## config.mk

```make
export PLATFORM = sky130hd
export DESIGN_NAME = stopwatch_core_flat
export DESIGN_NICKNAME = d
export VERILOG_FILES = /design/src/rtl/stopwatch_core_if.sv /design/src/rtl/stopwatch_core.sv /design/src/flat_wrapper.sv
export SDC_FILE = /design/constraint.sdc
export NUM_CORES = 1
export LEC_CHECK = 0
export CORE_MARGIN = 5
export CORE_UTILIZATION = 50
export CTS_CLUSTER_DIAMETER = 150
export CTS_CLUSTER_SIZE = 8
export DETAILED_ROUTE_END_ITERATION = 10
export GPL_TIMING_DRIVEN = 0
export PLACE_DENSITY = 0.73
export SLEW_MARGIN = 20
export SYNTH_ARGS = -nofsm -noshare
export SYNTH_HDL_FRONTEND = slang
export SYNTH_SLANG_ARGS = --single-unit
export TNS_END_PERCENT = 5
```

## constraint.sdc

```tcl
create_clock -name clk -period 9.1 [get_ports clk]
set_input_delay 1.365 -clock clk [delete_from_list [all_inputs] [get_ports clk]]
set_output_delay 1.365 -clock clk [all_outputs]
set_load 0.02 [all_outputs]
```

## src/rtl/stopwatch_core_if.sv

```systemverilog
// Command/status bundle between the pushbutton front end and stopwatch_core.
// master drives the button pulses and preset; slave is the stopwatch core.
interface stopwatch_core_if;
    logic        start_stop;
    logic        clear;
    logic        lap;
    logic        dir;
    logic        load_en;
    logic [23:0] load_value;
    logic [23:0] disp;
    logic        running;
    logic        lap_active;
    logic        expired;
    logic        wrap;
    logic        load_err;

    modport master (
        output start_stop, clear, lap, dir, load_en, load_value,
        input  disp, running, lap_active, expired, wrap, load_err
    );

    modport slave (
        input  start_stop, clear, lap, dir, load_en, load_value,
        output disp, running, lap_active, expired, wrap, load_err
    );
endinterface

```

## src/rtl/stopwatch_core.sv

```systemverilog
// BCD MM:SS.CC stopwatch/countdown: centisecond prescaler, IDLE/RUN/PAUSE/EXPIRED FSM, preset load.
// Define STOPWATCH_LAP_EN to build the lap capture register; otherwise disp is always live.
module stopwatch_core #(
    parameter int TICK_DIV = 1_000_000,
    parameter int MIN_MAX  = 59
) (
    input  logic            clk,
    input  logic            reset,
    stopwatch_core_if.slave bus
);
    localparam int               PW         = $clog2(TICK_DIV);
    localparam logic [PW-1:0]    PRESC_LAST = PW'(TICK_DIV - 1);
    localparam logic [6:0]       MIN_MAX_V  = 7'(MIN_MAX);

    typedef enum logic [1:0] {
        S_IDLE    = 2'd0,
        S_RUN     = 2'd1,
        S_PAUSE   = 2'd2,
        S_EXPIRED = 2'd3
    } state_t;

    state_t        state_r;
    logic [23:0]   count_r;
    logic [PW-1:0] presc_r;
    logic [23:0]   disp_r;
    logic          running_r;
    logic          expired_r;
    logic          wrap_r;
    logic          load_err_r;

    logic [24:0]   up_s;
    logic [23:0]   dn_s;
    logic          load_ok_s;
    logic          cmd_load_s;
    logic          cmd_start_s;
    logic          idle_go_s;
    logic          tick_s;
    logic          tick_wrap_s;
    logic          tick_exp_s;
    logic [23:0]   count_nxt_s;
    logic [PW-1:0] presc_nxt_s;
    logic [23:0]   disp_nxt_s;

    function automatic logic [6:0] min_val(input logic [3:0] m1, input logic [3:0] m0);
        return ({3'b000, m1} * 7'd10) + {3'b000, m0};
    endfunction

    function automatic logic bcd_valid(input logic [23:0] v);
        logic ok;
        ok = 1'b1;
        for (int i = 0; i < 6; i++) begin
            if (v[4*i +: 4] > 4'd9) begin
                ok = 1'b0;
            end else begin
                ok = ok;
            end
        end
        if ((v[15:12] > 4'd5) || (ok && (min_val(v[23:20], v[19:16]) > MIN_MAX_V))) begin
            ok = 1'b0;
        end else begin
            ok = ok;
        end
        return ok;
    endfunction

    // Increment with per-field carry; bit 24 flags the MIN_MAX:59.99 rollover.
    function automatic logic [24:0] bcd_up(input logic [23:0] v);
        logic [3:0] m1, m0, s1, s0, c1, c0;
        logic       w;
        {m1, m0, s1, s0, c1, c0} = v;
        w = 1'b0;
        if (c0 != 4'd9) begin
            c0 = c0 + 4'd1;
        end else begin
            c0 = 4'd0;
            if (c1 != 4'd9) begin
                c1 = c1 + 4'd1;
            end else begin
                c1 = 4'd0;
                if (s0 != 4'd9) begin
                    s0 = s0 + 4'd1;
                end else begin
                    s0 = 4'd0;
                    if (s1 != 4'd5) begin
                        s1 = s1 + 4'd1;
                    end else begin
                        s1 = 4'd0;
                        if (min_val(m1, m0) >= MIN_MAX_V) begin
                            m1 = 4'd0;
                            m0 = 4'd0;
                            w  = 1'b1;
                        end else if (m0 != 4'd9) begin
                            m0 = m0 + 4'd1;
                        end else begin
                            m0 = 4'd0;
                            m1 = m1 + 4'd1;
                        end
                    end
                end
            end
        end
        return {w, m1, m0, s1, s0, c1, c0};
    endfunction

    // Decrement with per-field borrow; a zero count saturates instead of going negative.
    function automatic logic [23:0] bcd_dn(input logic [23:0] v);
        logic [3:0] m1, m0, s1, s0, c1, c0;
        {m1, m0, s1, s0, c1, c0} = v;
        if (v != 24'd0) begin
            if (c0 != 4'd0) begin
                c0 = c0 - 4'd1;
            end else begin
                c0 = 4'd9;
                if (c1 != 4'd0) begin
                    c1 = c1 - 4'd1;
                end else begin
                    c1 = 4'd9;
                    if (s0 != 4'd0) begin
                        s0 = s0 - 4'd1;
                    end else begin
                        s0 = 4'd9;
                        if (s1 != 4'd0) begin
                            s1 = s1 - 4'd1;
                        end else begin
                            s1 = 4'd5;
                            if (m0 != 4'd0) begin
                                m0 = m0 - 4'd1;
                            end else begin
                                m0 = 4'd9;
                                m1 = m1 - 4'd1;
                            end
                        end
                    end
                end
            end
        end else begin
            c0 = 4'd0;
        end
        return {m1, m0, s1, s0, c1, c0};
    endfunction

    // Command decode by priority, tick detection and next count/prescaler values.
    always_comb begin
        up_s        = bcd_up(count_r);
        dn_s        = bcd_dn(count_r);
        load_ok_s   = bcd_valid(bus.load_value);
        cmd_load_s  = bus.load_en && !bus.clear && (state_r != S_RUN);
        cmd_start_s = bus.start_stop && !bus.clear && !cmd_load_s;
        idle_go_s   = cmd_start_s && (state_r == S_IDLE) && !(bus.dir && (count_r == 24'd0));
        tick_s      = (state_r == S_RUN) && (presc_r == PRESC_LAST) && !bus.clear;
        tick_wrap_s = tick_s && !bus.dir && up_s[24];
        tick_exp_s  = tick_s && bus.dir && (dn_s == 24'd0);

        if (bus.clear) begin
            count_nxt_s = 24'd0;
        end else if (cmd_load_s && load_ok_s) begin
            count_nxt_s = bus.load_value;
        end else if (tick_s && bus.dir) begin
            count_nxt_s = dn_s;
        end else if (tick_s) begin
            count_nxt_s = up_s[23:0];
        end else begin
            count_nxt_s = count_r;
        end

        // The prescaler only restarts from IDLE, so a pause keeps the partial tick.
        if (bus.clear || idle_go_s || tick_s) begin
            presc_nxt_s = {PW{1'b0}};
        end else if (state_r == S_RUN) begin
            presc_nxt_s = presc_r + PW'(1);
        end else begin
            presc_nxt_s = presc_r;
        end
    end

`ifdef STOPWATCH_LAP_EN
    logic [23:0] lap_val_r;
    logic        lap_act_r;
    logic [23:0] lap_val_nxt_s;
    logic        lap_act_nxt_s;
    logic        cmd_lap_s;

    // Lap captures the pre-edge live count in RUN and releases in any other state.
    always_comb begin
        cmd_lap_s = bus.lap && !bus.clear && !cmd_load_s && !bus.start_stop;
        if (bus.clear) begin
            lap_act_nxt_s = 1'b0;
            lap_val_nxt_s = 24'd0;
        end else if (cmd_lap_s && (state_r == S_RUN)) begin
            lap_act_nxt_s = 1'b1;
            lap_val_nxt_s = count_r;
        end else if (cmd_lap_s) begin
            lap_act_nxt_s = 1'b0;
            lap_val_nxt_s = lap_val_r;
        end else begin
            lap_act_nxt_s = lap_act_r;
            lap_val_nxt_s = lap_val_r;
        end
        disp_nxt_s = lap_act_nxt_s ? lap_val_nxt_s : count_nxt_s;
    end

    // Lap capture registers.
    always_ff @(posedge clk or posedge reset) begin
        if (reset) begin
            lap_val_r <= 24'd0;
            lap_act_r <= 1'b0;
        end else begin
            lap_val_r <= lap_val_nxt_s;
            lap_act_r <= lap_act_nxt_s;
        end
    end

    assign bus.lap_active = lap_act_r;
`else
    logic lap_unused_s;
    assign lap_unused_s   = bus.lap;
    assign disp_nxt_s     = count_nxt_s;
    assign bus.lap_active = 1'b0;
`endif

    // Control FSM with datapath registers and registered outputs.
    always_ff @(posedge clk or posedge reset) begin
        if (reset) begin
            state_r    <= S_IDLE;
            count_r    <= 24'd0;
            presc_r    <= {PW{1'b0}};
            disp_r     <= 24'd0;
            running_r  <= 1'b0;
            expired_r  <= 1'b0;
            wrap_r     <= 1'b0;
            load_err_r <= 1'b0;
        end else begin
            count_r    <= count_nxt_s;
            presc_r    <= presc_nxt_s;
            disp_r     <= disp_nxt_s;
            expired_r  <= tick_exp_s;
            wrap_r     <= tick_wrap_s;
            load_err_r <= cmd_load_s && !load_ok_s;
            if (bus.clear) begin
                state_r   <= S_IDLE;
                running_r <= 1'b0;
            end else begin
                case (state_r)
                    S_IDLE: begin
                        if (idle_go_s) begin
                            state_r   <= S_RUN;
                            running_r <= 1'b1;
                        end else begin
                            state_r   <= S_IDLE;
                            running_r <= 1'b0;
                        end
                    end
                    S_RUN: begin
                        if (tick_exp_s) begin
                            state_r   <= S_EXPIRED;
                            running_r <= 1'b0;
                        end else if (cmd_start_s) begin
                            state_r   <= S_PAUSE;
                            running_r <= 1'b0;
                        end else begin
                            state_r   <= S_RUN;
                            running_r <= 1'b1;
                        end
                    end
                    S_PAUSE: begin
                        if (cmd_start_s) begin
                            state_r   <= S_RUN;
                            running_r <= 1'b1;
                        end else begin
                            state_r   <= S_PAUSE;
                            running_r <= 1'b0;
                        end
                    end
                    S_EXPIRED: begin
                        if (cmd_load_s && load_ok_s) begin
                            state_r <= S_IDLE;
                        end else begin
                            state_r <= S_EXPIRED;
                        end
                        running_r <= 1'b0;
                    end
                    default: begin
                        state_r   <= S_IDLE;
                        running_r <= 1'b0;
                    end
                endcase
            end
        end
    end

    assign bus.disp     = disp_r;
    assign bus.running  = running_r;
    assign bus.expired  = expired_r;
    assign bus.wrap     = wrap_r;
    assign bus.load_err = load_err_r;
endmodule

```

## src/flat_wrapper.sv

```systemverilog
// flat-port wrapper written by rule: the top's interface ports become plain ports
module stopwatch_core_flat 
#(
    parameter int TICK_DIV = 1_000_000,
    parameter int MIN_MAX  = 59
)
  (clk, reset, bus_start_stop, bus_clear, bus_lap, bus_dir, bus_load_en, bus_load_value, bus_disp, bus_running, bus_lap_active, bus_expired, bus_wrap, bus_load_err);
  stopwatch_core_if bus_i ();
  input  logic clk;
  input  logic reset;
  input wire logic [$bits(bus_i.start_stop)-1:0] bus_start_stop;
  input wire logic [$bits(bus_i.clear)-1:0] bus_clear;
  input wire logic [$bits(bus_i.lap)-1:0] bus_lap;
  input wire logic [$bits(bus_i.dir)-1:0] bus_dir;
  input wire logic [$bits(bus_i.load_en)-1:0] bus_load_en;
  input wire logic [$bits(bus_i.load_value)-1:0] bus_load_value;
  output wire logic [$bits(bus_i.disp)-1:0] bus_disp;
  output wire logic [$bits(bus_i.running)-1:0] bus_running;
  output wire logic [$bits(bus_i.lap_active)-1:0] bus_lap_active;
  output wire logic [$bits(bus_i.expired)-1:0] bus_expired;
  output wire logic [$bits(bus_i.wrap)-1:0] bus_wrap;
  output wire logic [$bits(bus_i.load_err)-1:0] bus_load_err;
  assign bus_i.start_stop = bus_start_stop;
  assign bus_i.clear = bus_clear;
  assign bus_i.lap = bus_lap;
  assign bus_i.dir = bus_dir;
  assign bus_i.load_en = bus_load_en;
  assign bus_i.load_value = bus_load_value;
  assign bus_disp = bus_i.disp;
  assign bus_running = bus_i.running;
  assign bus_lap_active = bus_i.lap_active;
  assign bus_expired = bus_i.expired;
  assign bus_wrap = bus_i.wrap;
  assign bus_load_err = bus_i.load_err;
  stopwatch_core #(.TICK_DIV(TICK_DIV), .MIN_MAX(MIN_MAX)) u_core (.clk(clk), .reset(reset), .bus(bus_i));
endmodule
```

==> results.json <==
{
  "p_total_uw": 624.4,
  "p_leak_uw": 0.002220,
  "final_hold_viol_count": 0,
  "drv_slew": 0,
  "synthFlopType": "dfrtp_1",
  "antenna-diode-count": 0,
  "overflow": 0,
  "cap_violations": 0,
  "routed_wirelength_um": 15050,
  "nNetsFinal": 706,
  "ys_types": 81,
  "min_period_ns": 4.652,
  "worstMarginPinSlew_ns": 0.8343,
  "clock_sinks": 50,
  "route.met3.wl_um": 984,
  "ys_async_sr_fraction_pct": 100.0,
  "worst_setup_path_start_kind": "input port",
  "grt_pass1_vias": 4741,
  "tritoncts": "yes",
  "grt_max_degree": 33,
  "peakVddDrop_mv": 0.07936,
  "first_iter_violations": 416,
  "cts.clk_slew.worst_paths_ns": 0.10,
  "max-slew-margin-rel_pct": 44.26,
  "yosysWarnings": 0,
  "cts_resized": 0,
  "clk_latency_ns": 0.32,
  "dieArea_um2": 11450,
  "cts_root_buf": "clkbuf_8",
  "finalClockSkew_ns": 0.01172,
  "grt_pass1_wl_um": 24470,
  "fmax_mhz": 215.0,
  "hold_slack_ns": 0.5711,
  "cp.required_ns": 9.30,
  "synth_cells": 588,
  "tns_ns": 0,
  "start_util_pct": 51.14,
  "htree_levels": 2,
  "gp_congestion": 0.9082,
  "remaining_drc_errors": 0,
  "rsz0062_at_grt": "false",
  "highest_layer": "met4",
  "synthesis.nets": 642,
  "postCtsHoldBufs": 0,
  "num_rows": 35,
  "wl_met2_um": 7139,
  "clockBufferDepth": 2,
  "syn_area_per_cell_um2": 7.999,
  "ys_seq_area_share_pct": 26.60,
  "cts_buffers": 5,
  "dp_hpwl_um": 11590,
  "crit_fanout": 10,
  "finalSetupViolCount": 0,
  "viasPerCell": 6.406,
  "core-area_um2": 9196,
  "drive_gt1_share_pct": 7.044,
  "ioPinCount": 60,
  "grt_usage_pct": 26.70,
  "dieWidth_um": 107.0,
  "area_growth_syn_to_layout_pct": 17.77,
  "first_pass_iters": 6,
  "critPathKind": "in2reg",
  "die_h_um": 107.0,
  "dpl_cell_area_um2": 5423,
  "critPathArrivalTime_ns": 4.85,
  "antenna_found_initial": 0,
  "min_period_over_period_pct": 51.12,
  "post_cts_buffers": 0,
  "p_per_area_nw_per_um2": 112.7,
  "ys_ff_latch": 50,
  "end_kind": "register",
  "synth_edf_count": 0,
  "portBuffers": 56,
  "ant_nets": 0,
  "avgRoutedWirePerCell_um": 19.69,
  "hold_path_class": "reg2reg",
  "finalInstanceArea_um2": 5539,
  "syn-cell-area_um2": 4703,
  "via_count": 4894,
  "status": "finished, final reports clean",
  "m1WireLength_um": 6598,
  "fin_util_pct": 60.23
}
state kept, by name, summed over array words and instances (netlist names):
name	flops
u_core.presc_r	20
u_core.bus.wrap	1
u_core.bus.load_err	1
u_core.bus.expired	1
u_core.state_r	2
u_core.bus.running	1
u_core.count_r	24
cell families after synthesis:
group                    Yosys count  share of synthesized area, %
XOR/XNOR                          31                         5.773
adder cells (fa/ha/maj)           24                         6.970
AND/OR/NAND/NOR                  260                         31.60
flip-flops                        50                         26.60
AO/OA/AOI/OAI                    149                         21.60
buffers and inverters             66                         5.826
other                              1                       0.07973
multiplexers                       7                         1.543
area by class of cell:
cell class | instances | area [um2]
inverter | 25 | 93.84
sequential | 50 | 1251
clock buffer | 5 | 68.82
fill | 861 | 3657
multi-input combinational | 472 | 3178
buffer | 41 | 180.2
timing repair buffer | 57 | 580.6
tap | 111 | 138.9
clock inverter | 3 | 47.55
cells in the mapped netlist, types with 3 or more instances:
| cell | number | area (um2) |
|---|---|---|
| nand3_1 | 30 | 150.1 |
| clkbuf_1 | 26 | 97.59 |
| o21ai_0 | 33 | 165.2 |
| a21oi_1 | 25 | 125.1 |
| ha_1 | 19 | 237.7 |
| nand4_1 | 13 | 81.33 |
| o21a_1 | 3 | 22.52 |
| nand2b_1 | 7 | 43.79 |
| nor4_1 | 7 | 43.79 |
| a211oi_1 | 9 | 67.56 |
| and2_1 | 4 | 25.02 |
| dfrtp_1 | 50 | 1251 |
| nor2_1 | 58 | 217.7 |
| buf_2 | 12 | 60.06 |
| inv_1 | 25 | 93.84 |
| fa_1 | 4 | 80.08 |
| xnor2_1 | 16 | 140.1 |
| o31ai_1 | 10 | 75.07 |
| or4_1 | 6 | 45.04 |
| o211a_1 | 3 | 30.03 |
| a2111oi_0 | 3 | 26.28 |
| and3_1 | 9 | 56.30 |
| a31oi_1 | 11 | 68.82 |
| a311oi_1 | 3 | 26.28 |
| xor2_1 | 15 | 131.4 |
| or3_1 | 4 | 25.02 |
| a21o_1 | 6 | 45.04 |
| nor3_1 | 26 | 130.1 |
| nor2b_1 | 4 | 25.02 |
| and4_1 | 7 | 61.31 |
| o22ai_1 | 4 | 25.02 |
| nor3b_1 | 5 | 37.54 |
| a22oi_1 | 6 | 45.04 |
| nand2_1 | 51 | 191.4 |
| nor3_4 | 3 | 48.80 |
| or4b_2 | 3 | 30.03 |
| mux2i_1 | 5 | 50.05 |
| nor4bb_1 | 3 | 30.03 |
path summary, 6_finish.rpt:
check,startpoint,end,slack (ns),cells after the start
worst max-delay path,bus_load_value[17],u_core.count_r[14],4.45,11
worst min-delay path,u_core.presc_r[1],u_core.presc_r[1],0.57,2
worst min register to register,u_core.presc_r[1],u_core.presc_r[1],0.57,2
min in group asynchronous,reset,u_core.bus.running,1.38,2
max in group asynchronous,reset,u_core.count_r[10],7.19,3
worst max register to register,u_core.count_r[21],u_core.count_r[22],5.70,10
through the flow:
step | std cells | setup WS, ns
2_1_floorplan | 588 | 5.416
3_3_place_gp | 755 | 4.263
3_5_place_dp | 756 | 4.165
4_1_cts | 764 | 4.489
5_1_grt | 764 | 4.329
6_report | 764 | 4.448
critical path: stages:
cell and delay, ns:
clkdlybuf4s50_1 0.59, ha_1 0.21, inv_1 0.05, fa_1 0.37, xnor2_1 0.14, nand2b_1 0.08
maj3_1 0.40, o2111ai_1 0.69, clkbuf_1 0.53, nor2_1 0.11, a211oi_1 0.30
routing by layer:
layer | global-route usage [%] | vias up
li1 | - | 2307
met1 | 36.79 | 2357
met2 | 44.38 | 208
met3 | 3.311 | 22
met4 | 7.032 | 0
met5 | 0 | -
power by group:
group	total [uW]	switching (uW)	internal, uW
combinational	212	128	83.9
sequential	239	9.94	229
clock	173	88.4	84.2
total	624	227	398
cells in the final DEF (no fill, tap or decap), types with 4 or more instances in the layout:
master / n
mux2i_1: 5
nand2b_1: 7
fa_1: 4
nor3b_1: 5
nand3_1: 30
nor3_1: 26
a31oi_1: 11
and4_1: 7
nor2b_1: 4
buf_2: 12
o21ai_0: 33
dfrtp_1: 50
a211oi_1: 9
and3_1: 9
a21o_1: 6
and2_1: 4
o22ai_1: 4
clkbuf_8: 5
inv_1: 24
nand2_1: 51
clkdlybuf4s50_1: 56
xnor2_1: 16
clkbuf_1: 26
nor2_1: 58
o31ai_1: 10
xor2_1: 15
or3_1: 4
nor4_1: 7
ha_1: 19
nand4_1: 13
a21oi_1: 25
or4_1: 6
a22oi_1: 6
No activity file was read; power rests on OpenSTA's default activity.
